### src/rtl/keypad_scan_onehot.sv
// -----------------------------------------------------------------------------
// keypad_scan_onehot
//   Scans a 4x4 active-low matrix keypad and debounces the result. Each row is
//   driven low for SCAN_DIV cycles. The columns are sampled on the last cycle of
//   each row. A full frame is four rows. A code is accepted only after
//   DEBOUNCE_FRAMES consecutive identical frames.
//
// Ports
//   clk        system clock
//   rst_n      asynchronous active-low reset
//   col_in     [3:0]  keypad columns, active-low, asynchronous to clk
//   row_out    [3:0]  keypad rows, active-low, exactly one bit low
//   onehot     [15:0] debounced key code, bit 4*row+col; 0 = no key
//   key_press         one-cycle pulse when onehot takes a new nonzero value
//   multi_key         last accepted frame saw two or more keys
// -----------------------------------------------------------------------------
module keypad_scan_onehot #(
  parameter int SCAN_DIV        = 50000,
  parameter int DEBOUNCE_FRAMES = 5
) (
  input  logic        clk,
  input  logic        rst_n,
  input  logic [3:0]  col_in,
  output logic [3:0]  row_out,
  output logic [15:0] onehot,
  output logic        key_press,
  output logic        multi_key
);

  localparam int DW = $clog2(SCAN_DIV);
  localparam int SW = $clog2(DEBOUNCE_FRAMES + 1);
  localparam logic [DW-1:0] DWELL_LAST = DW'(SCAN_DIV - 1);
  localparam logic [SW-1:0] STABLE_MAX = SW'(DEBOUNCE_FRAMES);

  // Two-flop synchronizer. It idles at all-ones, meaning no key is pressed.
  logic [3:0]    col_meta_reg;
  logic [3:0]    col_sync_reg;

  logic [1:0]    row_idx_reg;
  logic [DW-1:0] dwell_cnt_reg;
  logic [3:0]    row_out_reg;
  logic          frame_end_reg;

  logic [15:0]   candidate_reg;
  logic          cand_multi_reg;
  logic [SW-1:0] stable_cnt_reg;
  logic [15:0]   onehot_reg;
  logic          key_press_reg;
  logic          multi_key_reg;

  logic [15:0]   snapshot;
  logic          sample_now;
  logic          frame_multi;
  logic [15:0]   frame_code;
  logic          frame_match;
  logic [SW-1:0] stable_next;
  logic          accept;

  always_ff @(posedge clk or negedge rst_n) begin
    if (!rst_n) begin
      col_meta_reg <= 4'hF;
      col_sync_reg <= 4'hF;
    end else begin
      col_meta_reg <= col_in;
      col_sync_reg <= col_meta_reg;
    end
  end

  assign sample_now = (dwell_cnt_reg == DWELL_LAST);

  // Each row keeps its own nibble of the frame snapshot. A nibble is
  // refreshed once per frame, on the last dwell cycle of its row.
  for (genvar gi = 0; gi < 4; gi++) begin : g_row
    logic [3:0] snap_reg;
    always_ff @(posedge clk or negedge rst_n) begin
      if (!rst_n) begin
        snap_reg <= '0;
      end else if (sample_now && (row_idx_reg == 2'(gi))) begin
        snap_reg <= ~col_sync_reg;
      end
    end
    assign snapshot[4*gi +: 4] = snap_reg;
  end

  // The candidate is the pair {multi flag, code}. A ghosted frame
  // (code forced to 0, multi set) therefore differs from a true idle frame.
  // It has to debounce like any other code before multi_key reflects it.
  always_comb begin
    frame_multi = ((snapshot & (snapshot - 16'd1)) != 16'd0);
    frame_code  = frame_multi ? 16'd0 : snapshot;
    frame_match = ({frame_multi, frame_code} == {cand_multi_reg, candidate_reg});
    stable_next = SW'(1);
    if (frame_match) begin
      stable_next = (stable_cnt_reg == STABLE_MAX) ? stable_cnt_reg
                                                   : stable_cnt_reg + SW'(1);
    end
    accept = (stable_next == STABLE_MAX) &&
             ({frame_multi, frame_code} != {multi_key_reg, onehot_reg});
  end

  always_ff @(posedge clk or negedge rst_n) begin
    if (!rst_n) begin
      row_idx_reg    <= 2'd0;
      dwell_cnt_reg  <= '0;
      row_out_reg    <= 4'b1110;
      frame_end_reg  <= 1'b0;
      candidate_reg  <= 16'd0;
      cand_multi_reg <= 1'b0;
      stable_cnt_reg <= '0;
      onehot_reg     <= 16'd0;
      key_press_reg  <= 1'b0;
      multi_key_reg  <= 1'b0;
    end else begin
      key_press_reg <= 1'b0;

      if (sample_now) begin
        dwell_cnt_reg <= '0;
        row_idx_reg   <= row_idx_reg + 2'd1;
        row_out_reg   <= {row_out_reg[2:0], row_out_reg[3]};
      end else begin
        dwell_cnt_reg <= dwell_cnt_reg + DW'(1);
      end

      // The row-3 sample completes the frame. The snapshot is evaluated on
      // the following cycle, once that last nibble has landed.
      frame_end_reg <= sample_now && (row_idx_reg == 2'd3);

      if (frame_end_reg) begin
        candidate_reg  <= frame_code;
        cand_multi_reg <= frame_multi;
        stable_cnt_reg <= stable_next;
        if (accept) begin
          onehot_reg    <= frame_code;
          multi_key_reg <= frame_multi;
          key_press_reg <= (frame_code != 16'd0);
        end
      end
    end
  end

  assign row_out   = row_out_reg;
  assign onehot    = onehot_reg;
  assign key_press = key_press_reg;
  assign multi_key = multi_key_reg;

endmodule
### config.mk
export PLATFORM = sky130hd
export DESIGN_NAME = keypad_scan_onehot
export DESIGN_NICKNAME = d
export VERILOG_FILES = /design/src/rtl/keypad_scan_onehot.sv
export SDC_FILE = /design/constraint.sdc
export NUM_CORES = 1
export LEC_CHECK = 0
export ABC_AREA = 1
export ABC_CLOCK_PERIOD_IN_PS = 3800
export CAP_MARGIN = 0
export CORE_MARGIN = 1
export CORE_UTILIZATION = 37
export CTS_CLUSTER_SIZE = 14
export DETAILED_ROUTE_END_ITERATION = 8
export DONT_BUFFER_PORTS = 1
export PLACE_DENSITY = 0.58
export SYNTH_ARGS = -nofsm -noshare
export SYNTH_HDL_FRONTEND = slang
export SYNTH_SLANG_ARGS = --single-unit
### constraint.sdc
create_clock -name clk -period 3.8 [get_ports clk]
set_input_delay 0.76 -clock clk [delete_from_list [all_inputs] [get_ports clk]]
set_output_delay 0.76 -clock clk [all_outputs]
set_load 0.02 [all_outputs]
==> results.md <==
Outcome:
- The run finished with clean final reports.

Clocking:
- TritonCTS built the clock tree.
- The clock drives 85 sinks.
- The clock tree root buffer cell is sky130_fd_sc_hd__clkbuf_16.
- Clock-pin slew was measured on the worst setup and hold paths at 0.07 ns.
- The CTS buffer count is 9.
- The clock reaches the later pin of the worst-skew pair after 0.36 ns.
- The longest clock path from root to sink contains 2 buffers.
- The CTS H-tree depth is 3.

Synth:
- The total nets after synthesis is 625.
- The average cell area after synthesis is 7.591 um^2.
- The number of synthesized flops with an enable pin is 0.
- Synthesis instantiated 33 different standard cells from the library.
- Yosys printed 0 warnings.
- The sequential element share of the synthesized area is 0.4608.
- Sorting the synthesized cells by area gives the leading types as sky130_fd_sc_hd__dfrtp_1 (40%), sky130_fd_sc_hd__nand2_1 (16%), sky130_fd_sc_hd__inv_1 (6.3%), sky130_fd_sc_hd__dfstp_2 (6.2%), sky130_fd_sc_hd__nor2_1 (5.0%).
- Summed over all instances, the cell type with the most area after synthesis is sky130_fd_sc_hd__dfrtp_1.
- The most used flip-flop cell after synthesis is sky130_fd_sc_hd__dfrtp_1.
- The synthesized instance count is 612.
- After synthesis the netlist holds a flip-flop and latch count of 85.
- The commonest cells after synthesis are sky130_fd_sc_hd__nand2_1 (201), sky130_fd_sc_hd__inv_1 (78), sky130_fd_sc_hd__dfrtp_1 (74).
- The share of synthesized flip-flops with an asynchronous set or reset is 1.000.
- The area fraction of the dominant cell type after synthesis is 0.3986.
- The dominant cell by count in the synthesized netlist is sky130_fd_sc_hd__nand2_1.
- The post-synthesis instance area is 0.004646 mm^2.

STA:
- The time the final worst path needs with I/O delays and setup is 3.468 ns.
- For the pin with the worst max-slew slack, the measured transition is 0.9048 ns.
- Timing would allow up to 0.2883 GHz.
- The sum of negative setup slack is 0 ns.
- In the finished design, the share of the clock period the worst path needs comes to 0.9127.
- The setup clock skew after layout is 0.009581 ns.
- Across all hold checks on the routed design, the worst slack comes to 0.09149 ns.
- Setup violations remaining at the end of the flow were counted as 0.
- The hold violation count in the final report is 0.
- The max-slew violation total from the final report came to 0.
- The worst max-slew margin expressed relative to the limit is 0.3931.

Placed design:
- The placer's final routability congestion estimate is 0.8974.
- The count of port buffers added during placement is 0.
- The detailed placer's ending HPWL is 7.942 mm.

Cells and area:
- The number of antenna cells inserted is 0.
- The relative area change from synthesis to final layout is 10.91%.
- The count of fill cells added during filler insertion is 1,262.
- The fraction of final layout cells sized beyond drive strength 1 is 0.1228.
- After the last flow step, the layout net total stands at 627.

Critical path:
- The category of the critical setup timing path is reg2reg.
- The data arrival time of the critical path is 3.75 ns.
- The depth of the worst register-to-register path is 18.
- The minimum setup slack among reg-to-reg paths is 0.33 ns.
- The category of the worst setup path capture point is a flop.
- The end of the worst register-to-register path is onehot[6].
- STA puts the critical path data required time at 4.08 ns.
- The sort of element at the start of the critical path is a flop.
- The highest fanout seen on the critical path is 26.
- In this run the critical register-to-register path is launched from g_row[0].snap_reg[3].

Die:
- The floorplan step set the die height to 114.1 um.
- The total core area is 0.01211 mm^2.
- The row count is 40.
- The initial utilization of the core area, before any placement, comes to 0.3836.
- The floorplan step defined a die boundary enclosing 0.01301 mm^2.
- The die boundary width is 114.1 um.
- The number of top-level pins is 28.

GRT:
- The global-route wire length before repair is 18.31 mm.
- The maximum number of pins on one net before global-route repair is 86.
- In the global route stage, overall resource usage came out at 0.1854.
- The via count of the first global-routing pass was 3,714.
- The number of antenna violations at the first check in global routing is 0.
- The total global routing overflow is 0.

Drt:
- Using the TritonRoute via totals, the vias-per-cell ratio works out to 4.953.
- The number of routed nets with antenna violations is 0.
- The number of design rule violations left after detail routing is 0.
- The final wirelength is 11.16 mm.
- The detailed-route via count is 3,898.
- In the final routed layout, each cell accounts on average for 14.18 um.
- The first TritonRoute pass finished after 6 iterations.
- The first routing iteration left 379 violations.

Power:
- The analysis attributes to cell leakage a power of 0.002543 uW.
- The power density over the cells is 354.1 mW/mm^2.
- The worst ir drop on vdd is 0.1715 mV.

Hold path:
- The path class of the tightest hold or removal check is in2async.

Run:
- The count of maximum capacitance violations is 0.
==> worst max path at each step <==
stage / start / to / slack [ns] / depth (start not counted)
floorplan: g_row[0].snap_reg[0] / onehot[14] / 1.24 / 20
global placement: g_row[0].snap_reg[3] / onehot[7] / 0.36 / 17
detailed placement: g_row[0].snap_reg[3] / onehot[6] / 0.29 / 19
CTS: g_row[0].snap_reg[3] / onehot[6] / 0.24 / 19
global route: g_row[0].snap_reg[3] / onehot[9] / -0.02 / 18
finish: g_row[0].snap_reg[3] / onehot[6] / 0.33 / 18
==> final cells by class <==
class	count	area [um^2]	area share
clock buffer	9	225.2	0.04371
timing repair buffer	7	77.57	0.01506
inverter	81	304.0	0.05901
multi-input combinational	430	2115	0.4104
tap	168	210.2	0.04080
sequential	85	2141	0.4155
clock inverter	7	80.08	0.01554
==> critical path, cell delays in order, from the launching register on <==
cell                      delay (ns)
sky130_fd_sc_hd__dfrtp_1        0.49
sky130_fd_sc_hd__nor2_1         0.21
sky130_fd_sc_hd__nand2_2        0.11
sky130_fd_sc_hd__nor2_1         0.15
sky130_fd_sc_hd__nand2_1        0.09
sky130_fd_sc_hd__nand2_1        0.07
sky130_fd_sc_hd__nand3_1        0.13
sky130_fd_sc_hd__nor2_4         0.25
sky130_fd_sc_hd__buf_4          0.34
sky130_fd_sc_hd__nand3_2        0.17
sky130_fd_sc_hd__nand2_1        0.09
sky130_fd_sc_hd__nand2_1        0.07
sky130_fd_sc_hd__nor2_1         0.10
sky130_fd_sc_hd__nand2_1        0.06
sky130_fd_sc_hd__nor2_2         0.18
sky130_fd_sc_hd__nand2_2        0.12
sky130_fd_sc_hd__nor2_4         0.19
sky130_fd_sc_hd__nand3_4        0.32
sky130_fd_sc_hd__o21ai_2        0.23
==> stage by stage <==
stage | instances | setup slack [ns] | util | power, uW | cell area (um^2)
final | 787 | 0.3316 | 0.4254 | 1825 | 5152
after global routing | 787 | -0.02072 | 0.4254 | 1882 | 5152
after CTS | 785 | 0.2387 | 0.4221 | 1841 | 5112
after detailed placement | 769 | 0.2897 | 0.3969 | 933.4 | 4807
after global placement | 769 | 0.3600 | 0.3969 | 933.3 | 4807
after floorplan | 612 | 1.238 | - | 931.1 | 4646
==> power breakdown <==
part	switching [uW]	total, uW	internal (uW)
Combinational	0	0.00448	0.00322
Sequential	3.76	917	913
Clock	391	908	517
==> cell families (layout without fill, tap and decap cells) <==
logic type,after synthesis,count (layout),share of synthesized area
AO/OA/AOI/OAI,71,71,0.09184
XOR/XNOR,5,5,0.009426
adder cells (fa/ha/maj),7,7,0.01885
buffers and inverters,98,104,0.08834
flip-flops,85,85,0.4608
AND/OR/NAND/NOR,346,347,0.3307
==> layout by cell type, fill, tap and decap left out <==
| master | n |
|---|---|
| sky130_fd_sc_hd__and2_1 | 1 |
| sky130_fd_sc_hd__xor2_1 | 5 |
| sky130_fd_sc_hd__and3_1 | 1 |
| sky130_fd_sc_hd__ha_1 | 7 |
| sky130_fd_sc_hd__nand2_2 | 3 |
| sky130_fd_sc_hd__nor2_1 | 61 |
| sky130_fd_sc_hd__nand4_1 | 23 |
| sky130_fd_sc_hd__nor2_2 | 4 |
| sky130_fd_sc_hd__bufinv_16 | 1 |
| sky130_fd_sc_hd__nand3_4 | 2 |
| sky130_fd_sc_hd__dfstp_2 | 11 |
| sky130_fd_sc_hd__nand3_2 | 11 |
| sky130_fd_sc_hd__inv_6 | 3 |
| sky130_fd_sc_hd__or2_2 | 1 |
| sky130_fd_sc_hd__clkbuf_16 | 9 |
| sky130_fd_sc_hd__buf_4 | 5 |
| sky130_fd_sc_hd__a21oi_1 | 5 |
| sky130_fd_sc_hd__nor3_1 | 6 |
| sky130_fd_sc_hd__nor4_1 | 1 |
| sky130_fd_sc_hd__a31oi_1 | 1 |
| sky130_fd_sc_hd__nand3_1 | 28 |
| sky130_fd_sc_hd__clkinv_1 | 2 |
| sky130_fd_sc_hd__clkinvlp_4 | 2 |
| sky130_fd_sc_hd__dfrtp_1 | 74 |
| sky130_fd_sc_hd__o21ai_2 | 16 |
| sky130_fd_sc_hd__clkinv_4 | 1 |
| sky130_fd_sc_hd__buf_12 | 2 |
| sky130_fd_sc_hd__o21bai_1 | 2 |
| sky130_fd_sc_hd__o22ai_1 | 2 |
| sky130_fd_sc_hd__inv_1 | 78 |
| sky130_fd_sc_hd__inv_2 | 1 |
| sky130_fd_sc_hd__o21ai_0 | 43 |
| sky130_fd_sc_hd__nand2_1 | 201 |
| sky130_fd_sc_hd__nor2_4 | 4 |
| sky130_fd_sc_hd__o21ai_1 | 1 |
| sky130_fd_sc_hd__o211ai_1 | 1 |
==> what timing repair did <==
action | 4_1_cts | 5_1_grt
hold buffers | 0 | 0
setup buffers | 0 | 1
setup endpoints to repair | 0 | 17
resized for setup | 0 | 2
==> layer usage <==
metal	routed length, um	global-route usage	part of all wire
met3	648	0.04764	0.058
met5	0	0	0
met4	342	0.09091	0.031
met2	5201	0.2978	0.47
met1	4964	0.2323	0.44
Note: power is estimated with default switching activity, not from simulation.
